File: src/rtl/dff_chain_if.sv
// Load/shift/update bundle between dff_chain_ctrl and its client and dff chain.
// master = controller side, slave = client/chain side.
interface dff_chain_if #(
   parameter int CHAIN_LEN = 32
);
   logic [CHAIN_LEN-1:0] DIN;
   logic                 DIN_VALID;
   logic                 DIN_READY;
   logic                 SDO;
   logic                 SHIFT_EN;
   logic                 SDI;
   logic                 UPD;
   logic                 BUSY;
   logic                 DONE;
   logic [CHAIN_LEN-1:0] RDATA;

   modport master (
      input  DIN, DIN_VALID, SDI,
      output DIN_READY, SDO, SHIFT_EN, UPD, BUSY, DONE, RDATA
   );

   modport slave (
      output DIN, DIN_VALID, SDI,
      input  DIN_READY, SDO, SHIFT_EN, UPD, BUSY, DONE, RDATA
   );
endinterface

File: src/rtl/dff_chain_ctrl.sv
// Serial loader for an external dff chain: shift LSB first, then strobe UPD.
// Define DFF_CHAIN_READBACK_EN to capture the old chain contents into RDATA.
module dff_chain_ctrl #(
   parameter int CHAIN_LEN = 32,
   parameter int CLK_DIV   = 1
) (
   input logic         CLK,
   input logic         RST,
   dff_chain_if.master bus
);

   localparam int SW = (CHAIN_LEN > 1) ? $clog2(CHAIN_LEN) : 1;
   localparam int DW = (CLK_DIV > 1) ? $clog2(CLK_DIV) : 1;
   localparam logic [SW-1:0] STEP_LAST = SW'(CHAIN_LEN - 1);
   localparam logic [DW-1:0] DIV_LAST  = DW'(CLK_DIV - 1);

   typedef enum logic [1:0] {
      IDLE,
      SHIFT,
      UPDATE
   } state_t;

   state_t               state_q, state_d;
   logic [DW-1:0]        div_q, div_d;
   logic [SW-1:0]        step_q, step_d;
   logic [CHAIN_LEN-1:0] sreg_q, sreg_d;
   logic [CHAIN_LEN-1:0] rdata_q, rdata_d;
   logic                 se_q, se_d;
   logic                 sdo_q, sdo_d;
   logic                 upd_q, upd_d;
   logic                 done_q, done_d;
   logic                 rdy_q, rdy_d;
   logic                 busy_q, busy_d;
   logic                 msb_in;

`ifdef DFF_CHAIN_READBACK_EN
   assign msb_in = bus.SDI;
`else
   logic unused_sdi;
   assign unused_sdi = bus.SDI;
   assign msb_in     = 1'b0;
`endif

   always_comb begin
      state_d = state_q;
      div_d   = div_q;
      step_d  = step_q;
      sreg_d  = sreg_q;
      rdata_d = rdata_q;
      se_d    = 1'b0;
      sdo_d   = 1'b0;
      upd_d   = 1'b0;
      done_d  = 1'b0;
      rdy_d   = rdy_q;
      busy_d  = busy_q;
      unique case (state_q)
         IDLE: begin
            if (bus.DIN_VALID && rdy_q) begin
               sreg_d  = bus.DIN;
               div_d   = '0;
               step_d  = '0;
               state_d = SHIFT;
               rdy_d   = 1'b0;
               busy_d  = 1'b1;
               se_d    = (DIV_LAST == '0);
               sdo_d   = se_d & bus.DIN[0];
            end
         end
         SHIFT: begin
            div_d = (div_q == DIV_LAST) ? '0 : div_q + 1'b1;
            if (se_q) begin
               sreg_d = {msb_in, sreg_q[CHAIN_LEN-1:1]};
               step_d = step_q + 1'b1;
            end
            // Capture RDATA at the last step so it is valid alongside DONE.
            if (se_q && step_q == STEP_LAST) begin
               state_d = UPDATE;
               upd_d   = 1'b1;
               done_d  = 1'b1;
`ifdef DFF_CHAIN_READBACK_EN
               rdata_d = sreg_d;
`else
               rdata_d = '0;
`endif
            end else begin
               se_d  = (div_d == DIV_LAST);
               sdo_d = se_d & sreg_d[0];
            end
         end
         UPDATE: begin
            state_d = IDLE;
            rdy_d   = 1'b1;
            busy_d  = 1'b0;
         end
         default: begin
            state_d = IDLE;
            rdy_d   = 1'b1;
            busy_d  = 1'b0;
         end
      endcase
   end

   always_ff @(posedge CLK or posedge RST) begin
      if (RST) begin
         state_q <= IDLE;
         div_q   <= '0;
         step_q  <= '0;
         sreg_q  <= '0;
         rdata_q <= '0;
         se_q    <= 1'b0;
         sdo_q   <= 1'b0;
         upd_q   <= 1'b0;
         done_q  <= 1'b0;
         rdy_q   <= 1'b1;
         busy_q  <= 1'b0;
      end else begin
         state_q <= state_d;
         div_q   <= div_d;
         step_q  <= step_d;
         sreg_q  <= sreg_d;
         rdata_q <= rdata_d;
         se_q    <= se_d;
         sdo_q   <= sdo_d;
         upd_q   <= upd_d;
         done_q  <= done_d;
         rdy_q   <= rdy_d;
         busy_q  <= busy_d;
      end
   end

   assign bus.DIN_READY = rdy_q;
   assign bus.SDO       = sdo_q;
   assign bus.SHIFT_EN  = se_q;
   assign bus.UPD       = upd_q;
   assign bus.BUSY      = busy_q;
   assign bus.DONE      = done_q;
   assign bus.RDATA     = rdata_q;

endmodule
File: src/flat_wrapper.sv
// flat-port wrapper written by rule: the top's interface ports become plain ports
module dff_chain_ctrl_flat 
#(
   parameter int CHAIN_LEN = 32,
   parameter int CLK_DIV   = 1
)
  (CLK, RST, bus_DIN, bus_DIN_VALID, bus_SDI, bus_DIN_READY, bus_SDO, bus_SHIFT_EN, bus_UPD, bus_BUSY, bus_DONE, bus_RDATA);
  dff_chain_if #(.CHAIN_LEN(CHAIN_LEN)) bus_i ();
  input logic CLK;
  input logic RST;
  input wire logic [$bits(bus_i.DIN)-1:0] bus_DIN;
  input wire logic [$bits(bus_i.DIN_VALID)-1:0] bus_DIN_VALID;
  input wire logic [$bits(bus_i.SDI)-1:0] bus_SDI;
  output wire logic [$bits(bus_i.DIN_READY)-1:0] bus_DIN_READY;
  output wire logic [$bits(bus_i.SDO)-1:0] bus_SDO;
  output wire logic [$bits(bus_i.SHIFT_EN)-1:0] bus_SHIFT_EN;
  output wire logic [$bits(bus_i.UPD)-1:0] bus_UPD;
  output wire logic [$bits(bus_i.BUSY)-1:0] bus_BUSY;
  output wire logic [$bits(bus_i.DONE)-1:0] bus_DONE;
  output wire logic [$bits(bus_i.RDATA)-1:0] bus_RDATA;
  assign bus_i.DIN = bus_DIN;
  assign bus_i.DIN_VALID = bus_DIN_VALID;
  assign bus_i.SDI = bus_SDI;
  assign bus_DIN_READY = bus_i.DIN_READY;
  assign bus_SDO = bus_i.SDO;
  assign bus_SHIFT_EN = bus_i.SHIFT_EN;
  assign bus_UPD = bus_i.UPD;
  assign bus_BUSY = bus_i.BUSY;
  assign bus_DONE = bus_i.DONE;
  assign bus_RDATA = bus_i.RDATA;
  dff_chain_ctrl #(.CHAIN_LEN(CHAIN_LEN), .CLK_DIV(CLK_DIV)) u_core (.CLK(CLK), .RST(RST), .bus(bus_i));
endmodule
File: config.mk
export PLATFORM = sky130hd
export DESIGN_NAME = dff_chain_ctrl_flat
export DESIGN_NICKNAME = d
export VERILOG_FILES = /design/src/rtl/dff_chain_if.sv /design/src/rtl/dff_chain_ctrl.sv /design/src/flat_wrapper.sv
export SDC_FILE = /design/constraint.sdc
export NUM_CORES = 1
export LEC_CHECK = 0
export BUFFER_PORTS_ARGS = -buffer_cell sky130_fd_sc_hd__buf_2
export CORE_MARGIN = 1.5
export CORE_UTILIZATION = 45
export CTS_CLUSTER_DIAMETER = 120
export DETAILED_ROUTE_END_ITERATION = 10
export PLACE_DENSITY = 0.76
export SETUP_SLACK_MARGIN = 0.02
export SLEW_MARGIN = 0
export SYNTH_ARGS = -nofsm -noshare
export SYNTH_HDL_FRONTEND = slang
export SYNTH_SLANG_ARGS = --single-unit
File: constraint.sdc
create_clock -name CLK -period 1.27 [get_ports CLK]
set_clock_uncertainty 0.05 [all_clocks]
set_input_delay 0.0635 -clock CLK [delete_from_list [all_inputs] [get_ports CLK]]
set_output_delay 0.0635 -clock CLK [all_outputs]
set_load 0.03 [all_outputs]
# Word-level counts from Yosys, hierarchy flattened
# Index checks and enable logic that the tools add are counted.
[totals]
input_bits = 36
ff_bits = 45
[classes]
eq_ne = 5
bitwise = 3
reduce_logical = 8
addsub = 2
n_mux = 24
[ops]
columns = ["cell", "count"]
rows = [
  ["two-way mux 32 bit", 3],
  ["case mux 32 bit (2 select lines)", 1],
  ["two-way mux 5 bit", 2],
  ["case mux 1 bit (2 select lines)", 5],
  ["case mux 5 bit (2 select lines)", 1],
  ["two-way mux 1 bit", 9],
  ["inequality test 2 x 1 -> 1 bit, second input constant", 3],
  ["AND reduction 2 bit", 3],
  ["adder 5 x 1 -> 5 bit, second input constant", 1],
  ["equality test 5 bit, second input constant", 1],
  ["two-way mux 2 bit", 2],
  ["case mux 2 bit (2 select lines)", 1],
  ["AND reduction 3 bit", 1],
  ["equality test 2 x 1 -> 1 bit, second input constant", 1],
  ["logical AND 1 bit", 2],
  ["zero test 2 bit", 1],
  ["NOT 1 bit", 2],
  ["nonzero test 2 bit", 1],
  ["adder 1 bit, second input constant", 1],
  ["AND 1 bit", 1],
]

# Depth between registers and ports, before layout
# Gate-level depths: netlist of the first run.
[logic_depth]
word_depth = 6
ltp_mapped = 5
ltp_nobuf = 5

# Worst setup path before layout of the first run
# Ideal clock, no wire load.
[synth_timing]
path_type = "register -> register"
start = "register u_core.se_q (netlist: u_core.bus.SHIFT_EN)"
end = "register u_core.sreg_q[10]"
synth_period_minus_slack_ps = 1554
required_time_ps = 1102
setup_slack_ps = -284
path_stages_with_launch = 6
n_path_buf = 2
t_arrival_ps = 1386
path_cell_list = "dfrtp_1 > and3b_1 > buf_6 > buf_6 > a22o_1 > a21o_1"
[synth_between]
elab_chain_cells = 2
[synth_lines]
columns = ["element", "line", "rtl"]
rows = [
  ["from (decl)", "dff_chain_ctrl.sv:28", "logic se_q, se_d;"],
  ["from (signal assigned)", "dff_chain_ctrl.sv:110", "se_q <= 1'b0;"],
  ["from (signal assigned)", "dff_chain_ctrl.sv:122", "se_q <= se_d;"],
  ["inequality test 2 x 1 -> 1 bit (no source line)", "--", ""],
  ["AND reduction 3 bit (no source line)", "--", ""],
  ["to (signal assigned)", "dff_chain_ctrl.sv:120", "sreg_q <= sreg_d;"],
  ["to (decl)", "dff_chain_ctrl.sv:26", "logic [CHAIN_LEN-1:0] sreg_q, sreg_d;"],
]
# No other way between the ends.
# A chain may end at the register's enable or synchronous reset.

# Worst setup path after layout of the first run
[layout_timing]
start = "register u_core.rdy_q (netlist: u_core.bus.DIN_READY)"
end = "register u_core.sreg_q[13]"
[layout_between]
elab_chain_cells = 3
[layout_lines]
columns = ["element", "line", "rtl"]
rows = [
  ["from (decl)", "dff_chain_ctrl.sv:32", "logic rdy_q, rdy_d;"],
  ["from (signal assigned)", "dff_chain_ctrl.sv:126", "rdy_q <= rdy_d;"],
  ["logical AND 1 bit", "dff_chain_ctrl.sv:58", "if (bus.DIN_VALID && rdy_q) begin"],
  ["inequality test 2 x 1 -> 1 bit (no source line)", "--", ""],
  ["AND reduction 3 bit (no source line)", "--", ""],
]
# No other way between the ends.

==> results of run 1 <==
Yosys cell counts:
cell / count / area share
sky130_fd_sc_hd__a221o_1: 1 / 0.0046
sky130_fd_sc_hd__inv_1: 3 / 0.0051
sky130_fd_sc_hd__and3_1: 1 / 0.0029
sky130_fd_sc_hd__nor2_1: 3 / 0.0051
sky130_fd_sc_hd__nor2_2: 1 / 0.0029
sky130_fd_sc_hd__buf_4: 36 / 0.12
sky130_fd_sc_hd__conb_1: 1 / 0.0017
sky130_fd_sc_hd__ha_1: 2 / 0.011
sky130_fd_sc_hd__o22ai_1: 1 / 0.0029
sky130_fd_sc_hd__and2_1: 3 / 0.0086
sky130_fd_sc_hd__xor2_1: 1 / 0.0040
sky130_fd_sc_hd__nand2b_1: 1 / 0.0029
sky130_fd_sc_hd__nand4b_1: 1 / 0.0040
sky130_fd_sc_hd__mux2_2: 1 / 0.0051
sky130_fd_sc_hd__mux2i_1: 1 / 0.0046
sky130_fd_sc_hd__and4bb_4: 1 / 0.0074
sky130_fd_sc_hd__dfstp_2: 1 / 0.012
sky130_fd_sc_hd__nand4_1: 1 / 0.0029
sky130_fd_sc_hd__a22o_1: 33 / 0.13
sky130_fd_sc_hd__and3b_1: 1 / 0.0040
sky130_fd_sc_hd__buf_6: 7 / 0.036
sky130_fd_sc_hd__a31o_2: 3 / 0.012
sky130_fd_sc_hd__nand2_1: 2 / 0.0034
sky130_fd_sc_hd__a21o_1: 31 / 0.11
sky130_fd_sc_hd__dfrtp_1: 43 / 0.49
sky130_fd_sc_hd__buf_2: 1 / 0.0023
final cells by class:
type	instances	area, µm²
Clock buffer	6	72.6
Fill cell	400	2030
Timing Repair Buffer	66	458
Tap cell	54	67.6
Clock inverter	2	35.0
Sequential cell	44	1100
Multi-Input combinational cell	121	917
Inverter	3	11.3
critical path, delay by kind of cell, from the launching register on:
kind                   cells  cell delay, ps
AND/OR/NAND/NOR            2             380
flip-flops                 1             530
AO/OA/AOI/OAI              1             170
buffers and inverters      1             160
kinds of logic after synthesis:
| kind of cell | count (synthesis) | share of synthesized area |
|---|---|---|
| xor gates and xnor gates | 1 | 0.00401 |
| adders and majority gates | 2 | 0.0114 |
| AOI/OAI and AO/OA | 69 | 0.258 |
| and+or+nand+nor | 15 | 0.0441 |
| other | 1 | 0.00171 |
| buffers and inverters | 47 | 0.167 |
| DFF | 44 | 0.504 |
| muxes | 2 | 0.00973 |
routing by layer:
metal | wire length [µm] | global-route usage | up-vias
met4 | 67 | 0.0818 | 0
met3 | 163 | 0.0262 | 5
met2 | 2100 | 0.290 | 45
li1 | - | - | 708
met1 | 1750 | 0.197 | 747
met5 | 0 | 0 | -
power by group through the flow:
stage | Clock [mW] | Combinational (mW) | Sequential [mW]
after floorplan | 0 | 1.68 | 2.20
after global routing | 1.11 | 2.77 | 2.15
final | 1.04 | 2.54 | 2.09
after global placement | 0 | 2.26 | 2.09
after detailed placement | 0 | 2.31 | 2.11
after CTS | 1.06 | 2.46 | 2.09
per-stage QoR:
step	utilization	instance area, µm²	worst slack, ps	hold WS [ps]	TNS, ps
floorplan	-	2330	-187	159	-6210
global placement	0.515	2420	-116	4.22	-3670
detailed placement	0.515	2420	-137	2.23	-3980
CTS	0.559	2620	-131	9.25	-4150
global route	0.568	2670	-168	21.2	-5640
finish	0.568	2670	-129	11.4	-4000
flip-flops by register name (all words and copies together), names as in the netlist:
register / count
u_core.bus.BUSY: 1
u_core.bus.DIN_READY: 1
u_core.bus.SDO: 1
u_core.bus.SHIFT_EN: 1
u_core.bus.UPD: 1
u_core.sreg_q: 32
u_core.state_q: 2
u_core.step_q: 5
path summary, 6_finish.rpt:
path	to	slack (ps)	depth (start not counted)
setup / recovery	u_core.sreg_q[13]$_DFFE_PP0P_	-130	4
hold / removal	u_core.sreg_q[20]$_DFFE_PP0P_	10	3
setup reg to reg	u_core.sreg_q[13]$_DFFE_PP0P_	-130	4
hold reg to reg	u_core.sreg_q[29]$_DFFE_PP0P_	430	1
max in group asynchronous	u_core.bus.DIN_READY$_DFFE_PP1P_	400	4
min in group asynchronous	u_core.sreg_q[9]$_DFFE_PP0P_	230	3
timing repair:
action / in CTS / in global routing
hold buffers: 2 / 0
gates resized for setup: 14 / 7
endpoints found under the setup margin: 42 / 42
endpoints found under the hold margin: 16 / 0
pin swaps: 10 / 16
setup buffers: 2 / 2
==> results.txt, run 1 <==
The run finished, with violations left. The final reports fail on setup timing. The library cell used most frequently in the layout, excluding fill and tap cells, is sky130_fd_sc_hd__dfrtp_1. At the end of the flow, the number of nets in the layout was 279.

STA classifies the critical path startpoint as a flop. The largest individual stage delay along the critical path comes from the cell sky130_fd_sc_hd__dfstp_2. The slack of the critical path is -129 ps, and the remaining global-route overflow is 0. The logs give 0 for the number of max-cap violations and 0.369 for the share of power burned in registers. The count of input and output buffers was 40. After detailed routing, the number of remaining DRC violations is 0. Setup violations remaining at the end of the flow were counted as 42. The Yosys step of the flow raised 0 warnings.

Setup repair after global routing could not meet its margin everywhere. Number of nets still failing antenna checks after routing: 0. Traced cell by cell, the critical path runs through and4bb_4 -> nor2_4 -> buf_4 -> a21o_1. The count of final hold-check violations is 0, and the global-route wire length before repair is 6.62 mm. Summed over all cells, the static leakage comes to 1.56 nW. The data required time at the worst endpoint is 1400 ps. The nature of the critical path endpoint was a flop. The count of boundary I/O pins came out at 74. The run gives 0.448 as the share of total power in combinational logic. Root cell of the clock tree: sky130_fd_sc_hd__clkbuf_8. Number of instances in the synthesized netlist: 181. The number of placed instances, taps included is 282. The maximum buffer depth of the clock tree came out at 2. The logs give 1530 ps for the endpoint arrival time on the critical path and 1.03 mV for the maximum ir drop on the vdd rail. The run gives 30 as the maximum number of pins on one net before global-route repair. The achievable clock frequency is 0.715 GHz, and the placer's final routability congestion estimate is 0.842.

After floorplanning, the core was sized to cover 4690 µm². The number of vias per cell after detailed routing was 5.08; the switching power total was 1.92 mW. CTS built an H-tree with a depth of 2.

The worst register-to-register path begins at u_core.bus.DIN_READY$_DFFE_PP1P_. Clock latency on the worst-skew pair, taken at its later pin, is 290 ps. The worst hold path belongs to the class in -> reg. The category of the most critical setup path is reg -> reg.

The synthesized design contains 44 register bits. The design draws 5.67 mW. The number of distinct library cells after synthesis is 26. After detailed routing, the average wire length per cell comes to 13.8 µm. The tools report the initial core utilization as 0.466. The run gives 4.09 mm as the final wirelength. 0 antenna diodes ended up in the layout. The number of core rows was 25; the number of global-route vias before repair was 1,484. Cell internal power was estimated by the tool at 3.75 mW.

Die footprint: 5290 µm². Measured along the y axis, the die boundary spans 72.7 µm. Total count of max-transition violations in the final report: 0. The switching portion of total power is 0.339, and the total iterations of the first detailed-routing run is 4.

On the worst path, the slowest cell contributes a delay of 530 ps. From left edge to right edge, the die measures 72.7 µm. The sequential-to-total area share from yosys stat was 0.504. The clock-pin slew reported for the worst setup and hold paths after clock tree synthesis was 80 ps. The share of the clock period used by the worst path after layout works out to 1.10. Counting I/O delays and the setup requirement, the final critical path takes 1400 ps. The total CTS buffers was 5; the power per standard cell area was 2130 nW/µm².

The count of vias placed by the detailed router was 1,505. The share of cells above drive strength 1 is 0.368, and the clock sink total is 44. The synthesis-to-finish area growth came out at 21.9%. Leaving out fill and tap cells, the most frequent cells in the layout are sky130_fd_sc_hd__dfrtp_1 (42), sky130_fd_sc_hd__buf_2 (39), sky130_fd_sc_hd__a22o_1 (33). The most critical setup path has its startpoint at u_core.bus.DIN_READY$_DFFE_PP1P_. Once detailed placement completed, the half-perimeter wirelength came to 2.85 mm. Total global-route track usage: 0.165. The initial antenna violation count was 0. TritonCTS built the clock tree. The mapped netlist covers 2190 µm². After the first detailed-routing iteration, the DRC count stood at 93. The part of the power in the clock network was 0.183.

The finished layout holds 296 standard cells, fillers aside. Of all nets on the critical path, the largest fanout is 6. The post-synthesis average cell area is 12.1 µm². The hold path startpoint was bus_DIN[20].
(Power assumes the default switching activity.)
==> run 2, diff against run 1 <==
--- a/config.mk
+++ b/config.mk
@@ -11,6 +11,7 @@
 export CTS_CLUSTER_DIAMETER = 120
 export DETAILED_ROUTE_END_ITERATION = 10
 export PLACE_DENSITY = 0.76
+export REMOVE_ABC_BUFFERS = 1
 export SETUP_SLACK_MARGIN = 0.02
 export SLEW_MARGIN = 0
 export SYNTH_ARGS = -nofsm -noshare
==> results.txt, run 2 (synthesis results as in run 1) <==
The flow ran to the end, but the final reports show violations. The checks that failed: setup timing. The tools report the residual DRC count as 0 (unchanged).

From synthesis to final layout, the design area changed by 21.3%. For the maximum ir drop on the vdd rail, the log shows 0.877 mV (-15%). The slack of the critical path is -126 ps (+3.02 ps), and the number of core rows is 25 (unchanged).

The run gives 4.02 mm (-1.5%) as the final wirelength. STA classifies the critical path endpoint as a flop. The tools report the global-route wire length before repair as 6.69 mm (+1.0%).

The placer's final routability congestion estimate was 0.761 (-9.6%). Setup repair after global routing could not meet its margin everywhere. The flip-flop count of the largest register, all copies and words added was 32 (unchanged); the total of endpoints with negative setup slack in the final report was 40 (-4.8%). The power per standard cell area came out at 2090 nW/µm² (-1.6%). The post-detailed-placement half-perimeter wirelength is 2.78 mm (-2.3%), and the clock period minus final worst setup slack is 1400 ps (-3.02 ps). TritonCTS built the clock tree. The worst setup path is of the reg -> reg kind. The horizontal extent of the die was 72.7 µm (unchanged). The total negative setup slack is -4120 ps (-114 ps).

The run gives 0 (unchanged) as the initial antenna violation count. For the total iterations of the first detailed-routing run, the log shows 4 (unchanged). The number of max-cap violations is 0 (unchanged), and the number of nets still failing antenna checks after routing is 0 (unchanged). The worst setup path is launched from a flop. The tools report the achievable clock frequency as 0.716 GHz (+0.22%).

Average wire per standard cell: 13.5 µm (-1.8%). Maximum number of pins on one net before global-route repair: 38 (+27%). The depth of the CTS H-tree is 2 (unchanged).

Chip height: 72.7 µm (unchanged). The count of vias placed by the detailed router came out at 1,514 (+0.60%). The run gives 2 (unchanged) as the maximum buffer depth of the clock tree. Ranked by flip-flop count, first place goes to u_core.sreg_q.

The total count of max-transition violations in the final report was 0 (unchanged). The leakage power summed over all cells was 1.55 nW (-0.42%). The final antenna diode count was 0 (unchanged); the total CTS buffers was 5 (unchanged). The largest registers in the layout are u_core.sreg_q x32, u_core.step_q x5, u_core.state_q x2. The count of final hold-check violations was 0 (unchanged); the clock-pin slew reported for the worst setup and hold paths after clock tree synthesis was 80 ps (about the same). The tools report the root cell of the clock tree as sky130_fd_sc_hd__clkbuf_8. The latest clock arrival within the worst-skew pair was 300 ps (about the same). The run gives 69 (-26%) as the iteration-0 DRC count of the detailed router. The data required time at the worst endpoint is 1410 ps (about the same). The clock sink total is 44 (unchanged), and the initial core utilization is 0.466 (unchanged). The run gives 280 (+0.36%) as the final layout net count.

The share of the clock period used by the worst path after layout is 1.10 (-0.00238). In the layout the commonest cells are sky130_fd_sc_hd__dfrtp_1 (43), sky130_fd_sc_hd__buf_2 (39), sky130_fd_sc_hd__a22o_1 (33). The endpoint arrival time on the critical path is 1530 ps (about the same). The core box area is 4690 µm² (unchanged). The worst-case hold slack is 6.01 ps (-5.44 ps), and the count of input and output buffers is 40 (unchanged). The worst hold path belongs to the class in -> reg. The tools report the die footprint as 5290 µm² (unchanged). The commonest non-fill, non-tap cell in the layout was sky130_fd_sc_hd__dfrtp_1. Number of vias per cell after detailed routing: 5.10 (+0.26%).

The total global-route track usage is 0.167 (+0.00113), and the count of boundary I/O pins is 74 (unchanged). The remaining global-route overflow was 0 (unchanged); the maximum fanout encountered on the critical timing path was 14 (+8). The tools report the number of global-route vias before repair as 1,451 (-2.2%). The share of cells above drive strength 1 works out to 0.354 (-0.0139).
==> run 2: cell types whose count changed in the layout (fill, tap and decap cells not counted), sizes merged <==
cell and change:
clkinv -1, bufinv -1, buf +1, clkinvlp +1
dlygate4sd3 +1
==> run 2: report_power, final <==
| part | internal [mW] | switching (mW) | total, mW |
|---|---|---|---|
| sequential | 1.85 | 0.251 | 2.10 |
| clock | 0.442 | 0.466 | 0.908 |
| combinational | 1.33 | 1.22 | 2.55 |
==> run 2: path summary, 6_finish.rpt <==
| kind | start | to | slack, ps | cells after the start |
|---|---|---|---|---|
| max | u_core.bus.DIN_READY$_DFFE_PP1P_ | u_core.sreg_q[19]$_DFFE_PP0P_ | -130 | 4 |
| min | bus_DIN[5] | u_core.sreg_q[5]$_DFFE_PP0P_ | 6 | 3 |
| max reg2reg | u_core.bus.DIN_READY$_DFFE_PP1P_ | u_core.sreg_q[19]$_DFFE_PP0P_ | -130 | 4 |
| min reg2reg | u_core.bus.BUSY$_DFFE_PP0P_ | u_core.bus.BUSY$_DFFE_PP0P_ | 430 | 1 |
| max in group asynchronous | RST | u_core.sreg_q[17]$_DFFE_PP0P_ | 550 | 4 |
| min in group asynchronous | RST | u_core.sreg_q[0]$_DFFE_PP0P_ | 160 | 3 |
==> run 2: stage by stage <==
stage / util / power, mW / instance area, µm² / setup slack [ps] / cells
floorplan: - / 3.46 / 1950 / -1030 / 168
global placement: 0.514 / 4.31 / 2410 / -143 / 281
detailed placement: 0.514 / 4.36 / 2410 / -162 / 281
CTS: 0.557 / 5.52 / 2610 / -140 / 295
global route: 0.565 / 5.93 / 2650 / -170 / 297
finish: 0.565 / 5.56 / 2650 / -126 / 297
==> run 2: area by class of cell <==
type / instances / area (µm²)
fillers: 410 / 2040
clock buffers: 7 / 86.3
flip-flops and latches: 44 / 1100
multi-input cells: 121 / 892
inverters: 3 / 11.3
clock inverters: 1 / 7.51
repair buffers: 67 / 485
well taps: 54 / 67.6
==> run 2: worst max-delay path, stage by stage, from the launching register on <==
cell and delay, ps:
sky130_fd_sc_hd__dfstp_2 530, sky130_fd_sc_hd__and4bb_4 300, sky130_fd_sc_hd__nor2_4 80, sky130_fd_sc_hd__buf_12 150, sky130_fd_sc_hd__a21o_1 170
==> run 2: metal layers <==
metal | vias up | track usage | share of wire
met5 | - | 0 | 0
met4 | 0 | 0.0608 | 0.015
met3 | 7 | 0.0456 | 0.056
met2 | 61 | 0.269 | 0.48
met1 | 738 | 0.216 | 0.45
li1 | 708 | - | -
==> run 2: what timing repair did <==
action                                 in CTS  in global routing
endpoints found under the hold margin      46                  0
gates resized for setup                    15                  5
hold buffers                                3                  0
pin swaps                                   7                  5
setup endpoints to repair                  41                 42
setup buffers                               3                  2
==> run 3, diff against run 2 <==
--- a/config.mk
+++ b/config.mk
@@ -7,10 +7,10 @@
 export LEC_CHECK = 0
 export BUFFER_PORTS_ARGS = -buffer_cell sky130_fd_sc_hd__buf_2
 export CORE_MARGIN = 1.5
-export CORE_UTILIZATION = 45
+export CORE_UTILIZATION = 50
 export CTS_CLUSTER_DIAMETER = 120
 export DETAILED_ROUTE_END_ITERATION = 10
-export PLACE_DENSITY = 0.76
+export PLACE_DENSITY = 0.79
 export REMOVE_ABC_BUFFERS = 1
 export SETUP_SLACK_MARGIN = 0.02
 export SLEW_MARGIN = 0
==> constraint.sdc (replaced) <==
create_clock -name CLK -period 1.4 [get_ports CLK]
set_clock_uncertainty 0.05 [all_clocks]
set_input_delay 0.07 -clock CLK [delete_from_list [all_inputs] [get_ports CLK]]
set_output_delay 0.07 -clock CLK [all_outputs]
set_load 0.03 [all_outputs]
==> results.txt, run 3 (synthesis results as in run 1) <==
The flow ran to the end, and the final reports show no timing, DRC or antenna violations. The number of placed instances, taps included was 275 (-2.1%). For the final antenna diode count, the log shows 0 (unchanged).

The critical path goes through and4bb_4 -> nor2_4 -> buf_6 -> a21o_1. The run gives 0 (unchanged) as the remaining global-route overflow. The run gives 45 (+18%) as the maximum number of pins on one net before global-route repair. The share of cells above drive strength 1 is 0.355 (+0.00146), and the met1 demand-to-capacity share in global routing is 0.231 (+0.0159).

The clock-pin slew reported for the worst setup and hold paths after clock tree synthesis was 90 ps (about the same). The count of final hold-check violations is 0 (unchanged), and the synthesis-to-finish area growth is 19.1%. The residual DRC count came out at 0 (unchanged). The power per standard cell area was 1930 nW/µm² (-7.9%). The maximum ir drop on the vdd rail was 1.00 mV (+14%).

The die footprint was 4780 µm² (-9.6%); the leakage power summed over all cells was 1.54 nW (-1.1%). Total of endpoints with negative setup slack in the final report: 0 (-100%). The run gives 0 (unchanged) as the number of nets still failing antenna checks after routing.

Setup repair after global routing could not meet its margin everywhere. Broken down by cell family, the worst path's largest delay share belongs to flip-flops. The category of the most critical setup path is reg -> reg.

The tools report the depth of the CTS H-tree as 2 (unchanged). The final non-filler cell total was 292 (-1.7%); the global-route wire length before repair was 6.52 mm (-2.5%). The average wire per standard cell was 13.3 µm (-1.4%); the total CTS buffers was 5 (unchanged).

Leaving out fill and tap cells, the most frequent cell in the layout is sky130_fd_sc_hd__dfrtp_1. For the maximum buffer depth of the clock tree, the log shows 2 (unchanged). The horizontal extent of the die is 69.1 µm (-4.9%).

met2 is the most crowded layer. The worst-path cell with the longest stage delay is sky130_fd_sc_hd__dfstp_2. The initial core utilization was 0.531 (+0.0653); the endpoint arrival time on the critical path was 1520 ps (about the same). The run gives 0 (unchanged) as the number of max-cap violations. The run gives 4120 µm² (-12%) as the core box area. The maximum fanout encountered on the critical timing path was 10 (-4); the total count of max-transition violations in the final report was 0 (unchanged). The largest registers in the layout are u_core.sreg_q x32, u_core.step_q x5, u_core.state_q x2. The nature of the critical path endpoint was a flop.

The chip height was 69.1 µm (-4.9%); the layout filler cell count was 347 (-15%). The number of buffer and inverter instances along the worst setup path was 1 (unchanged). For the clock sink total, the log shows 44 (unchanged).

u_core.sreg_q holds more flip-flops than any other register. In the layout the commonest cells are sky130_fd_sc_hd__dfrtp_1 (43), sky130_fd_sc_hd__buf_2 (40), sky130_fd_sc_hd__a22o_1 (33). The tools report the achievable clock frequency as 0.726 GHz (+1.4%).

The clock period minus final worst setup slack was 1380 ps (-18.8 ps); the final design utilization was 0.633 (+0.0674). The count of boundary I/O pins is 74 (unchanged), and the post-detailed-placement half-perimeter wirelength is 2.61 mm (-6.2%). Final layout net count: 279 (-0.36%).

The tools report the register-to-register setup slack as 20 ps (+150 ps). The worst hold path belongs to the class in -> reg. Element type at the critical path start: a flop.

The initial antenna violation count came out at 0 (unchanged). Clock tree synthesis selected as its root buffer the cell sky130_fd_sc_hd__clkbuf_8. The count of input and output buffers was 40 (unchanged); the final wirelength was 3.90 mm (-3.1%). The number of global-route vias before repair was 1,371 (-5.5%).

The run gives 0 ps (+4120 ps) as the total negative setup slack. The maximum single-stage delay on the critical path was 530 ps (about the same). For the latest clock arrival within the worst-skew pair, the log shows 300 ps (about the same). The number of vias per cell after detailed routing is 5.16 (+1.2%). The share of the clock period used by the worst path after layout is 0.984 (-0.116), and the data required time at the worst endpoint is 1540 ps (+130 ps). The iteration-0 DRC count of the detailed router is 61 (-12%). For the global-route track usage on met2, the log shows 0.269 (about the same).

The flip-flop count of the largest register, all copies and words added came out at 32 (unchanged). The tools report the number of core rows as 23 (-8.0%). The logs give 4 (unchanged) for the total iterations of the first detailed-routing run and 1,507 (-0.46%) for the count of vias placed by the detailed router. TritonCTS built the clock tree.

The met3 usage is 0.0482 (+0.00267), and the placer's final routability congestion estimate is 0.719 (-5.5%). The tools report the total global-route track usage as 0.170 (+0.00369).
[run 3: final cells by class]
type,instances,area (µm²),area share
Tap cell,50,62.6,0.0240
Multi-Input combinational cell,121,873,0.335
Sequential cell,44,1100,0.423
Clock inverter,3,42.5,0.0163
Inverter,3,11.3,0.00432
Clock buffer,5,68.8,0.0264
Timing Repair Buffer,66,443,0.170
[run 3: worst reg2reg max path: stages, from the launching register on]
cell and delay, ps:
sky130_fd_sc_hd__dfstp_2 530, sky130_fd_sc_hd__and4bb_4 280, sky130_fd_sc_hd__nor2_4 80, sky130_fd_sc_hd__buf_6 150, sky130_fd_sc_hd__a21o_1 180
[run 3: metrics by stage]
step | hold WS (ps) | instance area [µm²] | total power [mW] | setup WS (ps)
floorplan | 160 | 1950 | 3.14 | -899
global placement | 75.2 | 2350 | 3.74 | -60.6
detailed placement | 80.1 | 2350 | 3.81 | -99.6
CTS | 1.73 | 2580 | 5.01 | 15.6
global route | 10.6 | 2600 | 5.37 | -25.4
finish | 7.50 | 2600 | 5.03 | 22.9
[run 3: power breakdown]
| part | leakage [nW] | total, mW | internal [mW] | switching [mW] |
|---|---|---|---|---|
| Clock | 0.0541 | 0.964 | 0.528 | 0.436 |
| Sequential | 0.572 | 1.90 | 1.68 | 0.222 |
| Combinational | 0.911 | 2.16 | 1.10 | 1.06 |
| Total | 1.54 | 5.03 | 3.30 | 1.72 |
[run 3: path summary, 6_finish.rpt]
check | start | endpoint | cells after the start
setup / recovery | u_core.bus.DIN_READY$_DFFE_PP1P_ | u_core.sreg_q[18]$_DFFE_PP0P_ | 4
hold / removal | bus_DIN[4] | u_core.sreg_q[4]$_DFFE_PP0P_ | 3
setup reg to reg | u_core.bus.DIN_READY$_DFFE_PP1P_ | u_core.sreg_q[18]$_DFFE_PP0P_ | 4
hold reg to reg | u_core.sreg_q[9]$_DFFE_PP0P_ | u_core.sreg_q[9]$_DFFE_PP0P_ | 1
max in group asynchronous | RST | u_core.bus.DIN_READY$_DFFE_PP1P_ | 4
min in group asynchronous | RST | u_core.sreg_q[5]$_DFFE_PP0P_ | 4
[run 3: timing repair]
action | in CTS | in global routing
hold buffers | 2 | 0
setup buffers | 6 | 1
hold endpoints to repair | 45 | 0
cloned | 0 | 0
pin swaps | 3 | 10
setup endpoints to repair | 34 | 38
gates resized for setup | 14 | 3
[run 3: routing by layer]
| metal | up-vias | routed length (µm) |
|---|---|---|
| li1 | 709 | - |
| met4 | 0 | 46 |
| met5 | - | 0 |
| met3 | 5 | 243 |
| met1 | 739 | 1730 |
| met2 | 54 | 1880 |
